$ cat config.mk
export PLATFORM = sky130hd
export DESIGN_NAME = lcd_ctrl_4bit_flat
export DESIGN_NICKNAME = d
export VERILOG_FILES = /design/src/rtl/lcd_ctrl_4bit_pkg.sv /design/src/rtl/lcd_ctrl_4bit_if.sv /design/src/rtl/lcd_ctrl_4bit_strobe.sv /design/src/rtl/lcd_ctrl_4bit.sv /design/src/flat_wrapper.sv
export SDC_FILE = /design/constraint.sdc
export NUM_CORES = 1
export LEC_CHECK = 0
export BUFFER_PORTS_ARGS = -buffer_cell sky130_fd_sc_hd__buf_2
export CORE_MARGIN = 2
export CORE_UTILIZATION = 62
export CTS_CLUSTER_DIAMETER = 40
export DETAILED_ROUTE_END_ITERATION = 7
export GPL_ROUTABILITY_DRIVEN = 0
export PLACE_DENSITY = 0.88
export SYNTH_ARGS = -nofsm -noshare
export SYNTH_HDL_FRONTEND = slang
export SYNTH_HIERARCHICAL = 1
export SYNTH_SLANG_ARGS = --single-unit
$ cat constraint.sdc
create_clock -name CLK -period 4.05 [get_ports CLK]
set_clock_uncertainty 0.2 [all_clocks]
set_input_delay 0.81 -clock CLK [delete_from_list [all_inputs] [get_ports CLK]]
set_output_delay 0.81 -clock CLK [all_outputs]
set_load 0.005 [all_outputs]
$ cat src/rtl/lcd_ctrl_4bit_pkg.sv
// Shared definitions for the 4-bit HD44780 controller: sequencer state codes,
// instruction opcodes and the time-to-cycles conversion.
package lcd_pkg;

    localparam logic [3:0] PWR_WAIT  = 4'd0;
    localparam logic [3:0] INIT_NIB  = 4'd1;
    localparam logic [3:0] INIT_WAIT = 4'd2;
    localparam logic [3:0] CFG_LOAD  = 4'd3;
    localparam logic [3:0] HI_NIB    = 4'd4;
    localparam logic [3:0] GAP       = 4'd5;
    localparam logic [3:0] LO_NIB    = 4'd6;
    localparam logic [3:0] EXEC_WAIT = 4'd7;
    localparam logic [3:0] IDLE      = 4'd8;

    localparam logic [7:0] CLEAR   = 8'h01;
    localparam logic [7:0] HOME    = 8'h02;
    localparam logic [7:0] ENTRY   = 8'h04;
    localparam logic [7:0] DISPLAY = 8'h08;
    localparam logic [7:0] FUNCSET = 8'h20;

    // Cycles needed to cover t_ns nanoseconds at clk_hz, rounded up.
    function automatic int unsigned cyc(input longint unsigned t_ns, input longint unsigned clk_hz);
        return 32'((t_ns * clk_hz + 64'd999_999_999) / 64'd1_000_000_000);
    endfunction

endpackage

$ cat src/rtl/lcd_ctrl_4bit_if.sv
// Command byte handshake between display-content logic and the LCD controller.
interface lcd_ctrl_4bit_if;
    logic       CMD_VALID;
    logic       CMD_READY;
    logic       CMD_RS;
    logic [7:0] CMD_DATA;

    modport master (output CMD_VALID, output CMD_RS, output CMD_DATA, input CMD_READY);
    modport slave  (input CMD_VALID, input CMD_RS, input CMD_DATA, output CMD_READY);
endinterface

$ cat src/rtl/lcd_ctrl_4bit_strobe.sv
// One nibble write: data/RS set up for T_SU cycles, E high for T_EW cycles,
// then one hold cycle during which done_o is high.
module lcd_nibble_strobe #(
    parameter int unsigned T_SU = 2,
    parameter int unsigned T_EW = 12
) (
    input  logic       clk_i,
    input  logic       rst_ni,
    input  logic       start_i,
    input  logic [3:0] nib_i,
    input  logic       rs_i,
    output logic [3:0] sf_d_o,
    output logic       e_o,
    output logic       rs_o,
    output logic       done_o
);
    localparam logic [1:0] P_IDLE = 2'd0;
    localparam logic [1:0] P_SU   = 2'd1;
    localparam logic [1:0] P_HIGH = 2'd2;
    localparam logic [1:0] P_HOLD = 2'd3;

    localparam int unsigned SMAX = (T_SU > T_EW) ? T_SU : T_EW;
    localparam int unsigned SW   = $clog2(SMAX + 1);

    logic [1:0]    ph_q, ph_d;
    logic [SW-1:0] cnt_q, cnt_d;
    logic [3:0]    nib_q, nib_d;
    logic          rs_q, rs_d;
    logic          e_q, e_d;

    always_comb begin
        ph_d  = ph_q;
        cnt_d = cnt_q;
        nib_d = nib_q;
        rs_d  = rs_q;
        e_d   = e_q;
        case (ph_q)
            P_IDLE: if (start_i) begin
                nib_d = nib_i;
                rs_d  = rs_i;
                cnt_d = SW'(T_SU - 1);
                ph_d  = P_SU;
            end
            P_SU: if (cnt_q == '0) begin
                e_d   = 1'b1;
                cnt_d = SW'(T_EW - 1);
                ph_d  = P_HIGH;
            end else begin
                cnt_d = cnt_q - SW'(1);
            end
            P_HIGH: if (cnt_q == '0) begin
                e_d  = 1'b0;
                ph_d = P_HOLD;
            end else begin
                cnt_d = cnt_q - SW'(1);
            end
            default: ph_d = P_IDLE;
        endcase
    end

    always_ff @(posedge clk_i or negedge rst_ni) begin
        if (!rst_ni) begin
            ph_q  <= P_IDLE;
            cnt_q <= '0;
            nib_q <= '0;
            rs_q  <= 1'b0;
            e_q   <= 1'b0;
        end else begin
            ph_q  <= ph_d;
            cnt_q <= cnt_d;
            nib_q <= nib_d;
            rs_q  <= rs_d;
            e_q   <= e_d;
        end
    end

    assign sf_d_o = nib_q;
    assign e_o    = e_q;
    assign rs_o   = rs_q;
    assign done_o = (ph_q == P_HOLD);

endmodule

$ cat src/rtl/lcd_ctrl_4bit.sv
// HD44780 4-bit controller: autonomous power-on init, then byte writes over a
// valid/ready handshake, each split into two nibble strobes plus an execution wait.
module lcd_ctrl_4bit
    import lcd_pkg::*;
#(
    parameter int unsigned CLK_HZ     = 50_000_000,
    parameter int unsigned POWERUP_US = 15000,
    parameter int unsigned LINES      = 2,
    parameter int unsigned FONT_5X10  = 0,
    parameter int unsigned ENTRY_INC  = 1,
    parameter int unsigned CURSOR_ON  = 0,
    parameter int unsigned BLINK_ON   = 0
) (
    input  logic                  CLK,
    input  logic                  RST_N,
    lcd_ctrl_4bit_if.slave        cmd,
    output logic                  INIT_DONE,
    output logic [3:0]            SF_D,
    output logic                  LCD_E,
    output logic                  LCD_RS,
    output logic                  LCD_RW
);
    localparam int unsigned T_PWR   = cyc(64'(POWERUP_US) * 64'd1000, CLK_HZ);
    localparam int unsigned T_4MS1  = cyc(4_100_000, CLK_HZ);
    localparam int unsigned T_100US = cyc(100_000, CLK_HZ);
    localparam int unsigned T_40US  = cyc(40_000, CLK_HZ);
    localparam int unsigned T_SU    = cyc(40, CLK_HZ);
    localparam int unsigned T_EW    = cyc(240, CLK_HZ);
    localparam int unsigned T_GAP   = cyc(1000, CLK_HZ);
    localparam int unsigned T_CLR   = cyc(1_640_000, CLK_HZ);

    localparam int unsigned T_MAX1 = (T_PWR > T_4MS1) ? T_PWR : T_4MS1;
    localparam int unsigned T_MAX  = (T_MAX1 > T_CLR) ? T_MAX1 : T_CLR;
    localparam int unsigned CW     = $clog2(T_MAX + 1);

    // Waits run from the E fall to the next nibble drive (or READY). The counter
    // is loaded on the hold cycle after E falls, hence -2; paths that pass
    // through CFG_LOAD spend one more cycle there, hence -3.
    localparam logic [CW-1:0] L_PWR      = CW'(T_PWR - 1);
    localparam logic [CW-1:0] L_4MS1     = CW'(T_4MS1 - 2);
    localparam logic [CW-1:0] L_100US    = CW'(T_100US - 2);
    localparam logic [CW-1:0] L_40US     = CW'(T_40US - 2);
    localparam logic [CW-1:0] L_40US_CFG = CW'(T_40US - 3);
    localparam logic [CW-1:0] L_CLR      = CW'(T_CLR - 2);
    localparam logic [CW-1:0] L_GAP      = CW'(T_GAP - T_SU - 2);

    localparam logic [7:0] FUNCSET_B = FUNCSET | ((LINES == 2) ? 8'h08 : 8'h00)
                                     | ((FONT_5X10 != 0) ? 8'h04 : 8'h00);
    localparam logic [7:0] ENTRY_B   = ENTRY | ((ENTRY_INC != 0) ? 8'h02 : 8'h00);
    localparam logic [7:0] DISP_B    = DISPLAY | 8'h04 | ((CURSOR_ON != 0) ? 8'h02 : 8'h00)
                                     | ((BLINK_ON != 0) ? 8'h01 : 8'h00);

    logic [3:0]    state_q, state_d;
    logic [CW-1:0] cnt_q, cnt_d;
    logic [1:0]    init_idx_q, init_idx_d;
    logic [1:0]    cfg_idx_q, cfg_idx_d;
    logic          cfg_mode_q, cfg_mode_d;
    logic [7:0]    byte_q, byte_d;
    logic          rs_q, rs_d;
    logic          ready_q, ready_d;
    logic          done_q, done_d;

    logic          stb_start, stb_rs, stb_done;
    logic [3:0]    stb_nib;
    logic [7:0]    cfg_byte;
    logic [CW-1:0] init_load;
    logic          exec_long;

    always_comb begin
        case (cfg_idx_q)
            2'd0:    cfg_byte = FUNCSET_B;
            2'd1:    cfg_byte = ENTRY_B;
            2'd2:    cfg_byte = DISP_B;
            default: cfg_byte = CLEAR;
        endcase
        case (init_idx_q)
            2'd0:    init_load = L_4MS1;
            2'd1:    init_load = L_100US;
            2'd2:    init_load = L_40US;
            default: init_load = L_40US_CFG;
        endcase
    end

    // Clear (0x01) and return-home (0x02/0x03) need the long execution time.
    assign exec_long = !rs_q && (byte_q[7:2] == 6'd0) && (byte_q != 8'd0);

    always_comb begin
        state_d    = state_q;
        cnt_d      = cnt_q;
        init_idx_d = init_idx_q;
        cfg_idx_d  = cfg_idx_q;
        cfg_mode_d = cfg_mode_q;
        byte_d     = byte_q;
        rs_d       = rs_q;
        ready_d    = ready_q;
        done_d     = done_q;
        stb_start  = 1'b0;
        stb_nib    = '0;
        stb_rs     = 1'b0;
        case (state_q)
            // The counter is zero out of reset, so the power-up wait counts up.
            PWR_WAIT: if (cnt_q == L_PWR) begin
                cnt_d      = '0;
                stb_start  = 1'b1;
                stb_nib    = 4'h3;
                init_idx_d = '0;
                state_d    = INIT_NIB;
            end else begin
                cnt_d = cnt_q + CW'(1);
            end
            INIT_NIB: if (stb_done) begin
                cnt_d   = init_load;
                state_d = INIT_WAIT;
            end
            INIT_WAIT: if (cnt_q == '0) begin
                if (init_idx_q == 2'd3) begin
                    cfg_idx_d  = '0;
                    cfg_mode_d = 1'b1;
                    state_d    = CFG_LOAD;
                end else begin
                    init_idx_d = init_idx_q + 2'd1;
                    stb_start  = 1'b1;
                    stb_nib    = (init_idx_q == 2'd2) ? 4'h2 : 4'h3;
                    state_d    = INIT_NIB;
                end
            end else begin
                cnt_d = cnt_q - CW'(1);
            end
            CFG_LOAD: begin
                byte_d    = cfg_byte;
                rs_d      = 1'b0;
                stb_start = 1'b1;
                stb_nib   = cfg_byte[7:4];
                state_d   = HI_NIB;
            end
            HI_NIB: if (stb_done) begin
                cnt_d   = L_GAP;
                state_d = GAP;
            end
            GAP: if (cnt_q == '0) begin
                stb_start = 1'b1;
                stb_nib   = byte_q[3:0];
                stb_rs    = rs_q;
                state_d   = LO_NIB;
            end else begin
                cnt_d = cnt_q - CW'(1);
            end
            LO_NIB: if (stb_done) begin
                if (exec_long)
                    cnt_d = L_CLR;
                else if (cfg_mode_q && cfg_idx_q != 2'd3)
                    cnt_d = L_40US_CFG;
                else
                    cnt_d = L_40US;
                state_d = EXEC_WAIT;
            end
            EXEC_WAIT: if (cnt_q == '0) begin
                if (cfg_mode_q && cfg_idx_q != 2'd3) begin
                    cfg_idx_d = cfg_idx_q + 2'd1;
                    state_d   = CFG_LOAD;
                end else begin
                    if (cfg_mode_q)
                        done_d = 1'b1;
                    cfg_mode_d = 1'b0;
                    ready_d    = 1'b1;
                    state_d    = IDLE;
                end
            end else begin
                cnt_d = cnt_q - CW'(1);
            end
            IDLE: if (cmd.CMD_VALID && ready_q) begin
                byte_d    = cmd.CMD_DATA;
                rs_d      = cmd.CMD_RS;
                ready_d   = 1'b0;
                stb_start = 1'b1;
                stb_nib   = cmd.CMD_DATA[7:4];
                stb_rs    = cmd.CMD_RS;
                state_d   = HI_NIB;
            end
            default: state_d = PWR_WAIT;
        endcase
    end

    always_ff @(posedge CLK or negedge RST_N) begin
        if (!RST_N) begin
            state_q    <= PWR_WAIT;
            cnt_q      <= '0;
            init_idx_q <= '0;
            cfg_idx_q  <= '0;
            cfg_mode_q <= 1'b0;
            byte_q     <= '0;
            rs_q       <= 1'b0;
            ready_q    <= 1'b0;
            done_q     <= 1'b0;
        end else begin
            state_q    <= state_d;
            cnt_q      <= cnt_d;
            init_idx_q <= init_idx_d;
            cfg_idx_q  <= cfg_idx_d;
            cfg_mode_q <= cfg_mode_d;
            byte_q     <= byte_d;
            rs_q       <= rs_d;
            ready_q    <= ready_d;
            done_q     <= done_d;
        end
    end

    lcd_nibble_strobe #(
        .T_SU (T_SU),
        .T_EW (T_EW)
    ) u_strobe (
        .clk_i   (CLK),
        .rst_ni  (RST_N),
        .start_i (stb_start),
        .nib_i   (stb_nib),
        .rs_i    (stb_rs),
        .sf_d_o  (SF_D),
        .e_o     (LCD_E),
        .rs_o    (LCD_RS),
        .done_o  (stb_done)
    );

    assign cmd.CMD_READY = ready_q;
    assign INIT_DONE     = done_q;
    assign LCD_RW        = 1'b0;

endmodule

$ cat src/flat_wrapper.sv
// flat-port wrapper written by rule: the top's interface ports become plain ports
module lcd_ctrl_4bit_flat import lcd_pkg::*;
#(
    parameter int unsigned CLK_HZ     = 50_000_000,
    parameter int unsigned POWERUP_US = 15000,
    parameter int unsigned LINES      = 2,
    parameter int unsigned FONT_5X10  = 0,
    parameter int unsigned ENTRY_INC  = 1,
    parameter int unsigned CURSOR_ON  = 0,
    parameter int unsigned BLINK_ON   = 0
)
  (CLK, RST_N, INIT_DONE, SF_D, LCD_E, LCD_RS, LCD_RW, cmd_CMD_VALID, cmd_CMD_RS, cmd_CMD_DATA, cmd_CMD_READY);
  lcd_ctrl_4bit_if cmd_i ();
  input  logic CLK;
  input  logic RST_N;
  output logic INIT_DONE;
  output logic [3:0] SF_D;
  output logic LCD_E;
  output logic LCD_RS;
  output logic LCD_RW;
  input wire logic [$bits(cmd_i.CMD_VALID)-1:0] cmd_CMD_VALID;
  input wire logic [$bits(cmd_i.CMD_RS)-1:0] cmd_CMD_RS;
  input wire logic [$bits(cmd_i.CMD_DATA)-1:0] cmd_CMD_DATA;
  output wire logic [$bits(cmd_i.CMD_READY)-1:0] cmd_CMD_READY;
  assign cmd_i.CMD_VALID = cmd_CMD_VALID;
  assign cmd_i.CMD_RS = cmd_CMD_RS;
  assign cmd_i.CMD_DATA = cmd_CMD_DATA;
  assign cmd_CMD_READY = cmd_i.CMD_READY;
  lcd_ctrl_4bit #(.CLK_HZ(CLK_HZ), .POWERUP_US(POWERUP_US), .LINES(LINES), .FONT_5X10(FONT_5X10), .ENTRY_INC(ENTRY_INC), .CURSOR_ON(CURSOR_ON), .BLINK_ON(BLINK_ON)) u_core (.CLK(CLK), .RST_N(RST_N), .cmd(cmd_i), .INIT_DONE(INIT_DONE), .SF_D(SF_D), .LCD_E(LCD_E), .LCD_RS(LCD_RS), .LCD_RW(LCD_RW));
endmodule
==> metrics <==
run status=complete, no violations; Core ar.=around 6300 um^2; Layout area overhead=3.71%; top post-synthesis cells by area=dfrtp_1, ha_1, nand2_1; Tightest Pin Transition=1.20 ns; Flop pwr share=61.5%; Sw Share=23.3%; synthesized flop and latch total=52; Mapped Cells=474; Max Slew Vio Count=0; unrepaired setup endpoints after global routing=no; wire per inst=18.1 um; vias in the first global route=3517; Die Wd=84.1 um; worst reg2reg startpoint=u_core/cnt_q[0]$_DFFE_PN0P_; final core occ=65.7%; Iter 0 DRT Violations=between 700 and 800; DRC viols=0; critical path class=flip-flop to flip-flop; Synth Warn #=6; Fmax=~280 MHz; syn_nets=504; post-route ant nets=0; first-pass GRT wire length=16500 um; setup-violating endpoint count in the final report=0; Setup TNS Final=0 ns; relative slew slack=20.3%; Final nets=502; crit path launch type=flip-flop; Peak VDD IR=0.151 mV; DRT Pass-1 Iters=6; top-level I/O count=21; Avg Inst Size Synth=between 8 and 9 um^2; post-DP HPWL=7060 um; Clock Latency Late Sink=0.31 ns; Die ar.=7070 um^2; CTS tree=yes; vias per cell=7.07; ANT cells=0; Die Ht=84.1 um; Worst setup EP type=flip-flop; Seq/Total Area, Yosys=32.7%; Post-synth ARST share=100%; EDFF count, synth=0; layout cell share with drive strength beyond 1=11.8%; CTS Hold Bufs=0; Placed Area=4030 um^2; Hold Crit Class=primary input to asynchronous set/reset pin; crit path time final=3.52 ns; WP data required=~4 ns; post-synth top area share=~33%; Clock Sinks=52; Synth Flop Type=dfrtp_1; Final Hold Viols=0; P per Cell Area=between 200 and 250 nW/um^2; Internal=0.646 mW; Cell variety after synth=74; largest area contributor in the netlist=dfrtp_1; P_sw=0.197 mW; fraction of the cycle the final worst path needs=86.9%; post-CTS setup buffers=0; H-tree depth=2; Starting Density=63.3%; Max FO, Critical Path=9; All-Layer GR Usage=28.4%; CTS resizes=0; crit path from=u_core/cnt_q[0]$_DFFE_PN0P_; # rows=29; Pleak=1.69 nW; initial antenna violation count=0; Max Cap Viol=0; Netlist Area Pre-Place=3980 um^2; number of buffers added on ports=19; crit path DAT=3.56 ns; Post-Route WL=9950 um; Clk pwr share=between 30% and 40%; DR vias=3891; Bufs on Longest Clock Path=2; Reg2Reg Setup Slack=0.53 ns; Worst-path clk slew=0.10 ns; root buffer selected by CTS=clkbuf_8; Post-Layout Inst Area=4120 um^2; pin count of the biggest net entering global routing=33; GRT overflow=0; CTS buffer count=5; Combinational Power Share=approximately 2.0%; # fillers=500
==> path summary, 6_finish.rpt <==
check / endpoint / cells past startpoint
setup / recovery: u_core/u_strobe/cnt_q[1]$_DFFE_PN0P_ / 11
hold / removal: u_core/u_strobe/cnt_q[0]$_DFFE_PN0P_ / 1
setup reg to reg: u_core/u_strobe/cnt_q[1]$_DFFE_PN0P_ / 11
hold reg to reg: u_core/INIT_DONE$_DFFE_PN0P_ / 1
max in group asynchronous: u_core/cnt_q[3]$_DFFE_PN0P_ / 2
min in group CLK: u_core/INIT_DONE$_DFFE_PN0P_ / 1
==> synth_stat cells (10+ instances only) <==
library cell and n:
a21oi_1 26, dfrtp_1 52, o21ai_0 28, nand2_1 38, nor3_1 28, nor2_1 37, o31ai_1 10, o21ai_1 15
ha_1 18, inv_1 18, a31oi_1 13, clkbuf_1 20, nand3_1 11
==> layer usage <==
metal | part of all wire, % | global-route usage, %
met1 | 42 | 40.7
met4 | 3.0 | 12.0
met5 | 0 | 0
met2 | 44 | 43.2
met3 | 11 | 3.66
==> cells by family after synthesis <==
group	share of synthesized area, %
mux	2.99
compound gates	27.3
buf+inv	5.63
other cells	0.0943
flops	32.7
xor+xnor	1.10
fa+ha+maj	5.66
simple gates	24.5
==> registers in the layout, indices dropped and copies added (netlist names) <==
signal / count
u_core/INIT_DONE: 1
u_core/byte_q: 8
u_core/cfg_idx_q: 2
u_core/cfg_mode_q: 1
u_core/cmd.CMD_READY: 1
u_core/cnt_q: 20
u_core/init_idx_q: 2
u_core/rs_q: 1
u_core/state_q: 4
u_core/u_strobe/cnt_q: 4
u_core/u_strobe/e_o: 1
u_core/u_strobe/ph_q: 2
u_core/u_strobe/rs_o: 1
u_core/u_strobe/sf_d_o: 4
==> through the flow <==
| step | std cells | power, mW | setup WS (ns) | hold WS (ns) |
|---|---|---|---|---|
| global placement | 542 | 0.546 | 0.836 | 0.256 |
| finish | 550 | 0.843 | 0.531 | 0.248 |
| CTS | 550 | 0.846 | 0.635 | 0.266 |
| global route | 550 | 0.872 | 0.284 | 0.276 |
| detailed placement | 542 | 0.547 | 0.630 | 0.253 |
| floorplan | 474 | 0.531 | 1.17 | 0.247 |
==> worst max-delay path, stage by stage (launching register included) <==
cell	delay [ns]
dfrtp_1	0.46
inv_1	0.12
ha_1	0.24
nor4b_4	0.37
nand4_1	0.31
nor2_1	0.55
nand2_1	0.17
o21a_1	0.23
nand3b_1	0.15
nor2b_1	0.14
a2111o_1	0.42
o22ai_2	0.09
==> cells in the final DEF (no fill, tap or decap), types with 15 or more instances in the layout <==
cell     synthesis  layout
inv_1           18      18
nor3_1          28      28
o21ai_0         28      28
buf_2            5      19
nand2_1         38      38
nor2_1          37      37
o21ai_1         15      15
ha_1            18      18
dfrtp_1         52      52
a21oi_1         26      26
==> cell type report <==
class	count	area [um^2]	area share (%)
inverter	18	67.6	1.64
sequential	52	1300	31.6
multi-input combinational	373	2450	59.4
timing repair buffer	22	118	2.85
tap	77	96.3	2.34
clock buffer	5	68.8	1.67
clock inverter	3	21.3	0.516
==> power groups by stage <==
stage          clock network, mW  logic (mW)  registers, mW
3_5_place_dp                   0      0.0178          0.529
3_3_place_gp                   0      0.0174          0.529
2_1_floorplan                  0     0.00160          0.529
4_1_cts                    0.310      0.0179          0.519
6_report                   0.307      0.0171          0.519
5_1_grt                    0.333      0.0205          0.519
(Power assumes the default switching activity.)
